## src/rtl/fetch_sequencer.sv

```systemverilog
// Fetch sequencer: drives the PC register's next address/stall and the imem fetch
// handshake, arbitrating sequential fetch, branch/jump redirects and load-use holds.
module fetch_sequencer #(
    parameter int unsigned     WIDTH        = 32,
    parameter logic [WIDTH-1:0] RESET_VECTOR = '0,
    parameter int unsigned     PC_STEP      = 4
) (
    input  logic             clk,
    input  logic             reset,
    input  logic [WIDTH-1:0] pc_cur,
    output logic [WIDTH-1:0] pc_next,
    output logic             pc_stall,
    output logic             imem_req,
    output logic [WIDTH-1:0] imem_addr,
    input  logic             imem_ready,
    input  logic             hazard_stall,
    input  logic             br_taken,
    input  logic [WIDTH-1:0] br_target,
    input  logic             jmp_valid,
    input  logic [WIDTH-1:0] jmp_target,
    output logic             fetch_valid,
    output logic             ifid_flush,
    output logic [31:0]      stall_cycles
);

    typedef enum logic [1:0] {
        BOOT  = 2'd0,
        FETCH = 2'd1,
        DRAIN = 2'd2
    } state_e;

    state_e           state_q, state_d;
    logic             pend_valid_q, pend_valid_d;
    logic [WIDTH-1:0] pend_target_q, pend_target_d;
    logic [31:0]      stall_cycles_q, stall_cycles_d;

    logic             redir;
    logic [WIDTH-1:0] redir_target;

    // Branch beats jump; a jump held by a load-use hazard is re-presented by decode.
    assign redir        = br_taken | (jmp_valid & ~hazard_stall);
    assign redir_target = br_taken ? br_target : jmp_target;

    assign imem_addr    = pc_cur;
    assign stall_cycles = stall_cycles_q;

    always_comb begin
        state_d       = state_q;
        pend_valid_d  = pend_valid_q;
        pend_target_d = pend_target_q;
        pc_next       = pc_cur;
        pc_stall      = 1'b0;
        imem_req      = 1'b0;
        fetch_valid   = 1'b0;
        ifid_flush    = 1'b0;

        if (!reset) begin
            pc_next       = RESET_VECTOR;
            state_d       = BOOT;
            pend_valid_d  = 1'b0;
            pend_target_d = '0;
        end else begin
            unique case (state_q)
                BOOT: begin
                    pc_next = RESET_VECTOR;
                    state_d = FETCH;
                end
                FETCH: begin
                    imem_req = 1'b1;
                    if (!imem_ready) begin
                        // Fetch outstanding: PC must hold, so a redirect is parked.
                        pc_stall = 1'b1;
                        if (redir) begin
                            ifid_flush    = 1'b1;
                            pend_target_d = redir_target;
                            pend_valid_d  = 1'b1;
                            state_d       = DRAIN;
                        end
                    end else if (redir) begin
                        pc_next    = redir_target;
                        ifid_flush = 1'b1;
                    end else if (hazard_stall) begin
                        pc_stall = 1'b1;
                    end else begin
                        pc_next     = pc_cur + WIDTH'(PC_STEP);
                        fetch_valid = 1'b1;
                    end
                end
                DRAIN: begin
                    imem_req = 1'b1;
                    if (br_taken) begin
                        ifid_flush    = 1'b1;
                        pend_target_d = br_target;
                    end
                    if (!imem_ready) begin
                        pc_stall = 1'b1;
                    end else begin
                        pc_next      = br_taken ? br_target : pend_target_q;
                        pend_valid_d = 1'b0;
                        state_d      = FETCH;
                    end
                end
                default: begin
                    state_d = BOOT;
                end
            endcase
        end

        stall_cycles_d = reset ? (stall_cycles_q + 32'(pc_stall)) : 32'd0;
    end

    always_ff @(posedge clk) begin
        if (!reset) begin
            state_q        <= BOOT;
            pend_valid_q   <= 1'b0;
            pend_target_q  <= '0;
            stall_cycles_q <= 32'd0;
        end else begin
            state_q        <= state_d;
            pend_valid_q   <= pend_valid_d;
            pend_target_q  <= pend_target_d;
            stall_cycles_q <= stall_cycles_d;
        end
    end

endmodule

```

## config.mk

```make
export PLATFORM = sky130hd
export DESIGN_NAME = fetch_sequencer
export DESIGN_NICKNAME = d
export VERILOG_FILES = /design/src/rtl/fetch_sequencer.sv
export SDC_FILE = /design/constraint.sdc
export NUM_CORES = 1
export LEC_CHECK = 0
export ABC_AREA = 0
export CAP_MARGIN = 20
export CELL_PAD_IN_SITES_DETAIL_PLACEMENT = 1
export CELL_PAD_IN_SITES_GLOBAL_PLACEMENT = 1
export CORE_MARGIN = 2
export CORE_UTILIZATION = 30
export DETAILED_ROUTE_END_ITERATION = 10
export GPL_ROUTABILITY_DRIVEN = 0
export PLACE_DENSITY_LB_ADDON = 0.1
export REMOVE_ABC_BUFFERS = 1
export SYNTH_ARGS = -nofsm -noshare
export SYNTH_HDL_FRONTEND = slang
export SYNTH_SLANG_ARGS = --single-unit
```

## constraint.sdc

```tcl
create_clock -name clk -period 3.9 [get_ports clk]
set_input_delay 1.17 -clock clk [delete_from_list [all_inputs] [get_ports clk]]
set_output_delay 1.17 -clock clk [all_outputs]
set_load 0.03 [all_outputs]
```

==> load_flow_metrics.sql <==
INSERT INTO impl_metrics (metric_group, metric, value, unit) VALUES
('sta', 'worst_slew_pin_slew', '0.833', 'ns'),
('floorplan', 'fp.dieArea', '19800', 'um2'),
('power_and_ir_drop', 'p_total', '2840', 'uW'),
('worst_setup_path', 'cp_max_fanout', '4', ''),
('worst_setup_path', 'critical_path.reg2reg.endpoint', 'stall_cycles[28]', ''),
('sta', 'hold_vio_cnt_final', '0', ''),
('sta', 'report.final.slew_viol_count', '0', ''),
('worst_setup_path', 'rr_startpoint', 'state_q[0]', ''),
('sta', 'timing.final.setup_violations', '8', ''),
('detailed_routing', 'route.detailed.wl_per_inst', '20.8', 'um'),
('clock_tree', 'total_clock_buffers_created_by_cts', '9', ''),
('detailed_routing', 'drtPass1Iterations', '5', ''),
('power_and_ir_drop', 'cellPowerDensity', '302', 'nW/um2'),
('sta', 'fin_crit', '4.04', 'ns'),
('cells_and_area', 'fillers', '2118', ''),
('power_and_ir_drop', 'ir_drop', '0.152', 'mV'),
('yosys', 'synth_enable_flop_cells', '0', ''),
('yosys', 'synth_async_sr_flop_share', '0', ''),
('worst_setup_path', 'crit_family', 'simple AND/OR/NAND/NOR gates', ''),
('worst_setup_path', 'setup.worst_path.class', 'in2out', ''),
('global_routing', 'grt_pass1_vias', '7463', ''),
('clock_tree', 'h-tree-depth', '3', ''),
('placement', 'dp_slack', '-0.814', 'ns'),
('global_routing', 'grt_max_degree', '37', ''),
('yosys', 'synthesis.area', '5600', 'um2'),
('sta', 'slew_headroom', '0.444', ''),
('worst_setup_path', 'cp-end-kind', 'output port', ''),
('floorplan', 'fp-row-count', '49', ''),
('sta', 'final.setup_skew', '0.00944', 'ns'),
('cells_and_area', 'final_cell_mix', '167 x sky130_fd_sc_hd__buf_4, 133 x sky130_fd_sc_hd__clkdlybuf4s50_1, 66 x sky130_fd_sc_hd__dfxtp_1, 49 x sky130_fd_sc_hd__nand2_1, 44 x sky130_fd_sc_hd__o21ai_0', ''),
('yosys', 'seq_area_frac_synth', '0.236', ''),
('global_routing', 'global_route_wire_length_before_repair', '39.2', 'mm'),
('power_and_ir_drop', 'leakage', '0.00384', 'uW'),
('yosys', 'number_of_synthesized_register_bits', '66', ''),
('outcome', 'run_status', 'complete, but fails checks', ''),
('detailed_routing', 'post-route-drc-count', '0', ''),
('floorplan', 'io-pin-count', '202', ''),
('sta', 'unrepaired_setup_endpoints_after_global_routing', 'yes', ''),
('cells_and_area', 'multiInputGateArea', '4070', 'um2'),
('yosys', 'synth.distinct_cells', '63', ''),
('min_path', 'hold_class', 'reg2reg', ''),
('detailed_routing', 'route.detailed.vias_per_inst', '5.61', ''),
('clock_tree', 'clock_sink_count', '66', ''),
('yosys', 'mean_post_synth_cell_area', '7.95', 'um2'),
('cells_and_area', 'mostFrequentLayoutCell', 'sky130_fd_sc_hd__buf_4', ''),
('floorplan', 'die_h', '141', 'um'),
('placement', 'dp_cells', '1197', ''),
('worst_setup_path', 'worst_ep_arrival_time', '2.87', 'ns'),
('global_routing', 'grt_antenna_before_repair', '3', ''),
('sta', 'period_share', '1.04', ''),
('detailed_routing', 'drt-total-wl', '25.5', 'mm'),
('cells_and_area', 'finish.utilization', '0.518', ''),
('placement', 'place.detailed.hpwl', '19.0', 'mm'),
('cells_and_area', 'ff_latch_area', '1320', 'um2'),
('cells_and_area', 'final-instance-count-excl-fill', '1228', ''),
('worst_setup_path', 'critical_path_rt', '2.73', 'ns'),
('clock_tree', 'cts_tree', 'done', ''),
('floorplan', 'fp.coreArea', '18100', 'um2'),
('global_routing', 'grt_use_total', '0.247', ''),
('sta', 'worst_slack', '-0.137', 'ns'),
('min_path', 'worstHoldPathCells', '2', ''),
('floorplan', 'die_x', '141', 'um'),
('clock_tree', 'cts_buffer_depth', '2', ''),
('floorplan', 'initial_standard_cell_utilization_of_the_core', '0.309', ''),
('placement', 'place.port_buffers', '201', ''),
('yosys', 'dominantRegCellSynth', 'sky130_fd_sc_hd__dfxtp_1', ''),
('detailed_routing', 'dr_total_vias', '6891', ''),
('yosys', 'synth_cells', '705', ''),
('cells_and_area', 'area_growth_syn_to_layout', '67.6', '%'),
('outcome', 'failing_checks', 'setup timing', ''),
('cells_and_area', 'number_of_nets_at_the_end_of_the_flow', '1102', '');
[synth_stat cells, drive strengths merged (5+ instances only)]
| cell type | count | area [um2] |
|---|---|---|
| dfxtp | 66 | 1320 |
| nor2b | 6 | 37.5 |
| mux2 | 20 | 225 |
| and4 | 11 | 96.3 |
| inv | 24 | 90.1 |
| and3 | 11 | 68.8 |
| o221a | 33 | 372 |
| xnor2 | 23 | 201 |
| nand2 | 53 | 199 |
| nand4 | 21 | 138 |
| nor2 | 20 | 75.1 |
| ha | 7 | 87.6 |
| a21oi | 42 | 210 |
| buf | 47 | 314 |
| mux2i | 21 | 210 |
| a22oi | 6 | 45.0 |
| and2 | 33 | 206 |
| nand3 | 27 | 160 |
| nor3 | 21 | 105 |
| clkbuf | 38 | 143 |
| xor2 | 8 | 70.1 |
| a211oi | 7 | 52.6 |
| a221oi | 6 | 52.6 |
| o21a | 5 | 37.5 |
| o22a | 32 | 280 |
| o211ai | 16 | 120 |
| o21ai | 52 | 260 |
[worst register-to-register path, cell delays in order, from the launching register on]
cell,delay [ns]
sky130_fd_sc_hd__dfxtp_1,0.35
sky130_fd_sc_hd__inv_1,0.11
sky130_fd_sc_hd__ha_1,0.44
sky130_fd_sc_hd__buf_4,0.30
sky130_fd_sc_hd__nor2b_1,0.21
sky130_fd_sc_hd__a21oi_1,0.07
sky130_fd_sc_hd__nor2_1,0.21
sky130_fd_sc_hd__ha_1,0.22
sky130_fd_sc_hd__ha_1,0.17
sky130_fd_sc_hd__nand2_1,0.10
sky130_fd_sc_hd__nor4_4,0.25
sky130_fd_sc_hd__buf_4,0.19
sky130_fd_sc_hd__nand3_4,0.08
sky130_fd_sc_hd__or4b_1,0.47
sky130_fd_sc_hd__o21ai_0,0.08
[per-stage QoR]
step	hold WS, ns	cell area, um2
after global placement	0.482	8530
after floorplan	0.492	5150
after CTS	0.524	9110
after detailed placement	0.515	8530
final	0.510	9390
after global routing	0.531	9390
[power breakdown]
group / total [uW] / switching (uW) / internal, uW
logic: 1110 / 589 / 517
registers: 745 / 26.5 / 718
clock network: 987 / 359 / 628
total: 2840 / 974 / 1860
[cell type report]
cell class | instances | share of cell area
Antenna cell | 1 | 0.000266
Clock buffer | 10 | 0.0244
Clock inverter | 6 | 0.0123
Inverter | 24 | 0.00999
Multi-Input combinational cell | 530 | 0.434
Sequential cell | 66 | 0.141
Tap cell | 229 | 0.0305
Timing Repair Buffer | 362 | 0.348
[sequential cells by signal (all words and copies together), names as in the netlist]
signal	cells
stall_cycles	32
pend_target_q	32
state_q	2
[worst max path at each step]
stage | from | endpoint | depth (start not counted)
2_1_floorplan | br_taken | pc_next[21] | 5
3_3_place_gp | pc_cur[5] | pc_next[25] | 9
3_5_place_dp | pc_cur[2] | pc_next[21] | 9
4_1_cts | pc_cur[9] | pc_next[25] | 8
5_1_grt | pc_cur[11] | pc_next[25] | 8
6_report | pc_cur[11] | pc_next[25] | 8
[logic make-up after synthesis]
family,after synthesis,synth area share
and+or+nand+nor,225,0.230
adders and majority gates,7,0.0156
AOI/OAI and AO/OA,226,0.295
DFF,66,0.236
buffers and inverters,109,0.0976
muxes,41,0.0777
xor gates and xnor gates,31,0.0484
[routing by layer]
| layer | up-vias | wire length, um | track usage | share of wire |
|---|---|---|---|---|
| met5 | - | 14 | 0 | 0.00055 |
| met4 | 2 | 630 | 0.0900 | 0.025 |
| met3 | 42 | 1220 | 0.0380 | 0.048 |
| met2 | 222 | 12600 | 0.437 | 0.49 |
| met1 | 3415 | 11000 | 0.304 | 0.43 |
| li1 | 3210 | - | - | - |
[repair_timing]
item	4_1_cts	5_1_grt
cloned	0	0
setup buffers	9	10
pin swaps	34	48
setup endpoints to repair	36	28
gates resized for setup	140	72
hold buffers	0	0
Note: power is estimated with default switching activity, not from simulation.
